## src/rtl/gb_bus_pkg.sv

```systemverilog
// rtl/gb_bus_pkg.sv - shared bus constants, DMA state enum and source-address helper
package gb_bus_pkg;

    localparam logic [15:0] DMA_REG_ADDR = 16'hFF46;
    localparam logic [15:0] HRAM_BASE    = 16'hFF80;
    localparam int          OAM_LEN      = 160;
    localparam logic [7:0]  OAM_LAST     = 8'(OAM_LEN - 1);

    typedef enum logic [1:0] {
        IDLE  = 2'd0,
        START = 2'd1,
        XFER  = 2'd2
    } dma_state_e;

    // Pages 0xE0-0xFF alias down onto work RAM, as echo RAM does.
    function automatic logic [7:0] dma_src_base(input logic [7:0] src_hi);
        return (src_hi >= 8'hE0) ? (src_hi - 8'h20) : src_hi;
    endfunction

endpackage

```

## src/rtl/oam_dma_engine.sv

```systemverilog
// rtl/oam_dma_engine.sv - OAM DMA state machine, index counter, source register and OAM write pipeline
module oam_dma_engine
    import gb_bus_pkg::*;
(
    input  logic        clk,
    input  logic        reset,
    input  logic        reg_wr,
    input  logic [7:0]  reg_wdata,
    input  logic [7:0]  bus_data_in,
    output logic [7:0]  src_hi,
    output logic        dma_active,
    output logic        dma_rd,
    output logic [15:0] dma_addr,
    output logic        oam_write,
    output logic [7:0]  oam_addr,
    output logic [7:0]  oam_data
);

    dma_state_e  state_q, state_d;
    logic [1:0]  t_cycle_q, t_cycle_d;
    logic [7:0]  index_q, index_d;
    logic [7:0]  src_hi_q, src_hi_d;
    logic        start_blk_q, start_blk_d;
    logic        oam_write_q, oam_write_d;
    logic [7:0]  oam_addr_q, oam_addr_d;
    logic [7:0]  oam_data_q, oam_data_d;

    always_ff @(posedge clk) begin
        if (reset) begin
            state_q     <= IDLE;
            t_cycle_q   <= 2'd0;
            index_q     <= 8'd0;
            src_hi_q    <= 8'd0;
            start_blk_q <= 1'b0;
            oam_write_q <= 1'b0;
            oam_addr_q  <= 8'd0;
            oam_data_q  <= 8'd0;
        end else begin
            state_q     <= state_d;
            t_cycle_q   <= t_cycle_d;
            index_q     <= index_d;
            src_hi_q    <= src_hi_d;
            start_blk_q <= start_blk_d;
            oam_write_q <= oam_write_d;
            oam_addr_q  <= oam_addr_d;
            oam_data_q  <= oam_data_d;
        end
    end

    always_comb begin
        t_cycle_d   = t_cycle_q + 2'd1;
        state_d     = state_q;
        index_d     = index_q;
        src_hi_d    = src_hi_q;
        start_blk_d = start_blk_q;
        oam_write_d = 1'b0;
        oam_addr_d  = oam_addr_q;
        oam_data_d  = oam_data_q;
        if (t_cycle_q == 2'd3) begin
            case (state_q)
                START: begin
                    state_d     = XFER;
                    start_blk_d = 1'b0;
                end
                XFER: begin
                    // The byte read this M-cycle is committed even if a restart lands now.
                    oam_write_d = 1'b1;
                    oam_addr_d  = index_q;
                    oam_data_d  = bus_data_in;
                    if (index_q == OAM_LAST) begin
                        state_d = IDLE;
                        index_d = 8'd0;
                    end else begin
                        index_d = index_q + 8'd1;
                    end
                end
                default: ;
            endcase
            if (reg_wr) begin
                src_hi_d    = reg_wdata;
                state_d     = START;
                index_d     = 8'd0;
                start_blk_d = dma_active;
            end
        end
    end

    always_comb begin
        dma_active = (state_q == XFER) || ((state_q == START) && start_blk_q);
        dma_rd     = (state_q == XFER);
        dma_addr   = {dma_src_base(src_hi_q), index_q};
        src_hi     = src_hi_q;
        oam_write  = oam_write_q;
        oam_addr   = oam_addr_q;
        oam_data   = oam_data_q;
    end

endmodule

```

## src/rtl/oam_dma_arbiter.sv

```systemverilog
// rtl/oam_dma_arbiter.sv - CPU/DMA/HRAM bus arbiter with OAM DMA; OAM_DMA_BUS_CONFLICT_EN returns the DMA byte on blocked reads
module oam_dma_arbiter
    import gb_bus_pkg::*;
(
    input  logic        clk,
    input  logic        reset,
    input  logic [15:0] cpu_addr,
    input  logic        cpu_enable,
    input  logic        cpu_write,
    input  logic [7:0]  cpu_data_out,
    output logic [7:0]  cpu_data_in,
    output logic [15:0] bus_addr,
    output logic        bus_enable,
    output logic        bus_write,
    output logic [7:0]  bus_data_out,
    input  logic [7:0]  bus_data_in,
    output logic        hram_enable,
    output logic        hram_write,
    output logic [6:0]  hram_addr,
    output logic [7:0]  hram_data_out,
    input  logic [7:0]  hram_data_in,
    output logic        oam_write,
    output logic [7:0]  oam_addr,
    output logic [7:0]  oam_data,
    output logic        dma_active
);

    logic        is_dma_reg;
    logic        is_hram;
    logic        reg_wr;
    logic        dma_rd;
    logic [15:0] dma_addr;
    logic [7:0]  src_hi;
    logic [7:0]  blocked_rdata;

    oam_dma_engine u_engine (
        .clk         (clk),
        .reset       (reset),
        .reg_wr      (reg_wr),
        .reg_wdata   (cpu_data_out),
        .bus_data_in (bus_data_in),
        .src_hi      (src_hi),
        .dma_active  (dma_active),
        .dma_rd      (dma_rd),
        .dma_addr    (dma_addr),
        .oam_write   (oam_write),
        .oam_addr    (oam_addr),
        .oam_data    (oam_data)
    );

`ifdef OAM_DMA_BUS_CONFLICT_EN
    assign blocked_rdata = bus_data_in;
`else
    assign blocked_rdata = 8'hFF;
`endif

    always_comb begin
        is_dma_reg    = (cpu_addr == DMA_REG_ADDR);
        is_hram       = (cpu_addr >= HRAM_BASE) && (cpu_addr != 16'hFFFF);
        reg_wr        = cpu_enable && cpu_write && is_dma_reg;

        hram_enable   = cpu_enable && is_hram;
        hram_write    = hram_enable && cpu_write;
        hram_addr     = hram_enable ? cpu_addr[6:0] : 7'd0;
        hram_data_out = hram_write ? cpu_data_out : 8'd0;

        if (dma_active) begin
            bus_addr     = dma_addr;
            bus_enable   = dma_rd;
            bus_write    = 1'b0;
            bus_data_out = 8'd0;
        end else begin
            bus_addr     = cpu_addr;
            bus_enable   = cpu_enable && !is_dma_reg && !is_hram;
            bus_write    = bus_enable && cpu_write;
            bus_data_out = bus_write ? cpu_data_out : 8'd0;
        end

        if (is_dma_reg) begin
            cpu_data_in = src_hi;
        end else if (is_hram) begin
            cpu_data_in = hram_data_in;
        end else if (dma_active) begin
            cpu_data_in = blocked_rdata;
        end else begin
            cpu_data_in = bus_data_in;
        end
    end

endmodule

```

## config.mk

```make
export PLATFORM = sky130hd
export DESIGN_NAME = oam_dma_arbiter
export DESIGN_NICKNAME = d
export VERILOG_FILES = /design/src/rtl/gb_bus_pkg.sv /design/src/rtl/oam_dma_engine.sv /design/src/rtl/oam_dma_arbiter.sv
export SDC_FILE = /design/constraint.sdc
export NUM_CORES = 1
export LEC_CHECK = 0
export ABC_AREA = 1
export CAP_MARGIN = 25
export CELL_PAD_IN_SITES_DETAIL_PLACEMENT = 0
export CELL_PAD_IN_SITES_GLOBAL_PLACEMENT = 1
export CORE_MARGIN = 2
export CORE_UTILIZATION = 25
export DETAILED_ROUTE_END_ITERATION = 6
export PLACE_DENSITY_LB_ADDON = 0.1
export SLEW_MARGIN = 20
export SYNTH_ARGS = -nofsm -noshare
export SYNTH_HDL_FRONTEND = slang
export SYNTH_SLANG_ARGS = --single-unit
```

## constraint.sdc

```tcl
create_clock -name clk -period 1.2 [get_ports clk]
set_input_delay 0.24 -clock clk [delete_from_list [all_inputs] [get_ports clk]]
set_output_delay 0.24 -clock clk [all_outputs]
set_load 0.02 [all_outputs]
```

==> results.py <==
metrics = {
    "status": {
        "outcome": "finished with violations",
        "violations": "negative setup slack",
    },
    "clock_tree": {
        "cts_buffer_depth": 2,
        "clock-sinks": 38,
        "clkTransAtPathRegs_ns": 0.08,
        "cts_tree": "built",
        "root_buffer": "clkbuf_8",
        "numCtsBuffers": 5,
        "h-tree-depth": 2,
        "insertion_delay_ns": 0.29,
    },
    "global_route": {
        "grt_pass1_vias": 3291,
        "antenna_found_initial": 0,
        "grt_pass1_wl_mm": 16.6,
        "overflow": 0,
        "grt_use_total_pct": 19.9,
        "grt_max_degree": 17,
    },
    "power_and_ir_drop": {
        "fin_total_pwr_mw": 3.17,
        "max-vdd-ir-drop_uv": 479,
        "p_leak_nw": 2.54,
        "power_density_mw_per_mm2": 544,
    },
    "sta": {
        "layout_min_cycle_time_ns": 1.78,
        "setup_violations": 82,
        "worst_slack_ns": -0.579,
        "fmax_mhz": 562,
        "period_share_pct": 148,
        "finClkSkew_ns": 0.00644,
        "slew_violations": 0,
        "rsz0062_at_grt": "true",
        "worst_slew_pin_slew_ns": 0.275,
        "fin_tns_setup_ns": -26.78,
        "slew_headroom_pct": 81.6,
        "final-hold-violation-count": 0,
    },
    "synth": {
        "netlist_instances": 391,
        "yosys.area.top_type": "dfxtp_1",
        "synth_cell_types": 34,
        "synth_seq_cells": 38,
        "ys_seq_area_share_pct": 30.8,
        "synth_area_leaders": "dfxtp_1, nand2_1, nor2_1, inv_1, o21ai_0",
        "synth_top_area_share_pct": 30.8,
        "yosysWarnings": 0,
        "avgSynthCellArea_sq_um": 6.32,
        "syn_nets": 438,
        "syn-cell-area_sq_mm": 0.00247,
    },
    "drt": {
        "dr_total_vias": 3338,
        "drt_iter0_markers": 115,
        "dr.pass1.iters": 4,
        "detail-route-antenna-nets": 0,
        "routed_via_density": 4.49,
        "wl_per_cell_microns": 14.4,
        "wirelength_mm": 10.7,
        "route.detailed.drc": 0,
    },
    "worst_setup_path": {
        "end_kind": "primary output",
        "worstSetupPathType": "reg2out",
        "critPathLaunchType": "register",
        "cp_cell_sequence": "inv_2 -> nand3_2 -> nand2_4 -> nor2_4 -> nand4_4 -> nor2_2 -> buf_6",
        "critPathRequiredTime_ns": 0.96,
        "arrival_ns": 1.54,
        "cpMaxStageDelayCell": "dfxtp_4",
        "slowest_delay_ns": 0.37,
        "crit_fanout": 5,
    },
    "final_layout": {
        "diodes": 0,
        "final_cell_mix": "buf_6, buf_4, nand2_1",
        "fillers": 911,
        "finalNetCount": 657,
        "area_growth_pct": 135,
        "final-instance-count-excl-fill": 744,
        "layout_commonest_cell": "buf_6",
        "fin_area_sq_mm": 0.00582,
        "final_layout_size_suffix_gt1_share_pct": 67.1,
    },
    "placed_design": {
        "pre_cts_ws_ns": -1.37,
        "portBuffers": 112,
        "gp_congestion": 0.792,
        "place_area_sq_mm": 0.00454,
        "hpwl_mm": 7.48,
        "place_inst": 693,
    },
    "job": {
        "cap_viol_max_count": 0,
    },
    "floorplanning": {
        "coreArea_sq_mm": 0.00968,
        "die_area_sq_mm": 0.0107,
        "die_x_microns": 103,
        "die_y_microns": 103,
        "pin_count": 113,
        "num_rows": 36,
        "initial_utilization_pct": 25.5,
    },
    "worst_hold_path": {
        "hold_class": "reg2reg",
    },
}
==> stage by stage <==
stage | hold slack [ns] | utilization (%)
global route | 0.445 | 60.1
floorplan | 0.364 | -
finish | 0.436 | 60.1
detailed placement | 0.418 | 46.9
global placement | 0.412 | 46.9
CTS | 0.439 | 56.0
==> synth_stat cells (all sizes together) <==
| master | count |
|---|---|
| nand2 | 92 |
| nor2 | 88 |
| inv | 45 |
| dfxtp | 38 |
| o21ai | 33 |
| nand3 | 26 |
| a21oi | 22 |
| nor3 | 9 |
| buf | 8 |
| clkbuf | 8 |
| nand4 | 7 |
| o211ai | 6 |
| ha | 3 |
| o21a | 2 |
| a22oi | 1 |
| a31oi | 1 |
| clkinv | 1 |
| xor2 | 1 |
==> final timing paths <==
kind	startpoint	slack, ns	end	depth (start not counted)
min reg2reg	u_engine.t_cycle_q[0]	0.44	u_engine.t_cycle_q[0]	1
max reg2reg	u_engine.state_q[0]	-0.19	u_engine.index_q[0]	9
min	u_engine.t_cycle_q[0]	0.44	u_engine.t_cycle_q[0]	1
max	u_engine.state_q[1]	-0.58	bus_data_out[4]	7
==> cells by family (layout without fill, tap and decap cells) <==
family	Yosys count	in the layout	synth area share, %
and+or+nand+nor	222	223	41.6
xor gates and xnor gates	1	1	0.354
DFF	38	38	30.8
AOI/OAI and AO/OA	65	65	14.4
adders and majority gates	3	3	1.52
buffers and inverters	62	281	11.3
==> sequential cells by signal, indices dropped and copies added, names as in the netlist <==
signal and count:
u_engine.index_q 8, u_engine.t_cycle_q 2, u_engine.state_q 2, u_engine.start_blk_q 1, u_engine.oam_data 8, u_engine.src_hi 8, u_engine.oam_write 1, u_engine.oam_addr 8
==> cell type report <==
| class | instances | area [sq um] | area share, % |
|---|---|---|---|
| Clock buffer | 5 | 68.8 | 1.18 |
| Clock inverter | 3 | 45.0 | 0.774 |
| Inverter | 46 | 226 | 3.89 |
| Multi-Input combinational cell | 292 | 2260 | 38.9 |
| Sequential cell | 38 | 778 | 13.4 |
| Tap cell | 133 | 166 | 2.86 |
| Timing Repair Buffer | 227 | 2270 | 39.0 |
==> where the power goes <==
| group | total (mW) | internal (mW) | switching (mW) |
|---|---|---|---|
| combinational | 0.778 | 0.403 | 0.376 |
| sequential | 1.26 | 1.26 | 0.00488 |
| clock | 1.12 | 0.619 | 0.503 |
| total | 3.17 | 2.28 | 0.884 |
==> metal layers <==
| layer | wire length, microns | global-route usage (%) | vias to the layer above |
|---|---|---|---|
| met5 | 0 | 0 | - |
| met4 | 73 | 3.64 | 0 |
| met3 | 625 | 3.76 | 6 |
| met2 | 5180 | 33.0 | 91 |
| met1 | 4800 | 27.3 | 1545 |
| li1 | - | - | 1696 |
==> worst max-delay path: cells and delay by family, from the launching register on <==
| family | cells | cell delay (ns) |
|---|---|---|
| flip-flops | 1 | 0.37 |
| AND/OR/NAND/NOR | 5 | 0.71 |
| buffers and inverters | 2 | 0.17 |
==> timing repair <==
| action | in CTS | in global routing |
|---|---|---|
| setup buffers | 31 | 11 |
| hold endpoints to repair | 0 | 0 |
| hold buffers | 0 | 0 |
| pin swaps | 55 | 38 |
| gates resized for setup | 529 | 152 |
| endpoints found under the setup margin | 105 | 103 |
| cloned | 6 | 1 |
(Power assumes the default switching activity.)
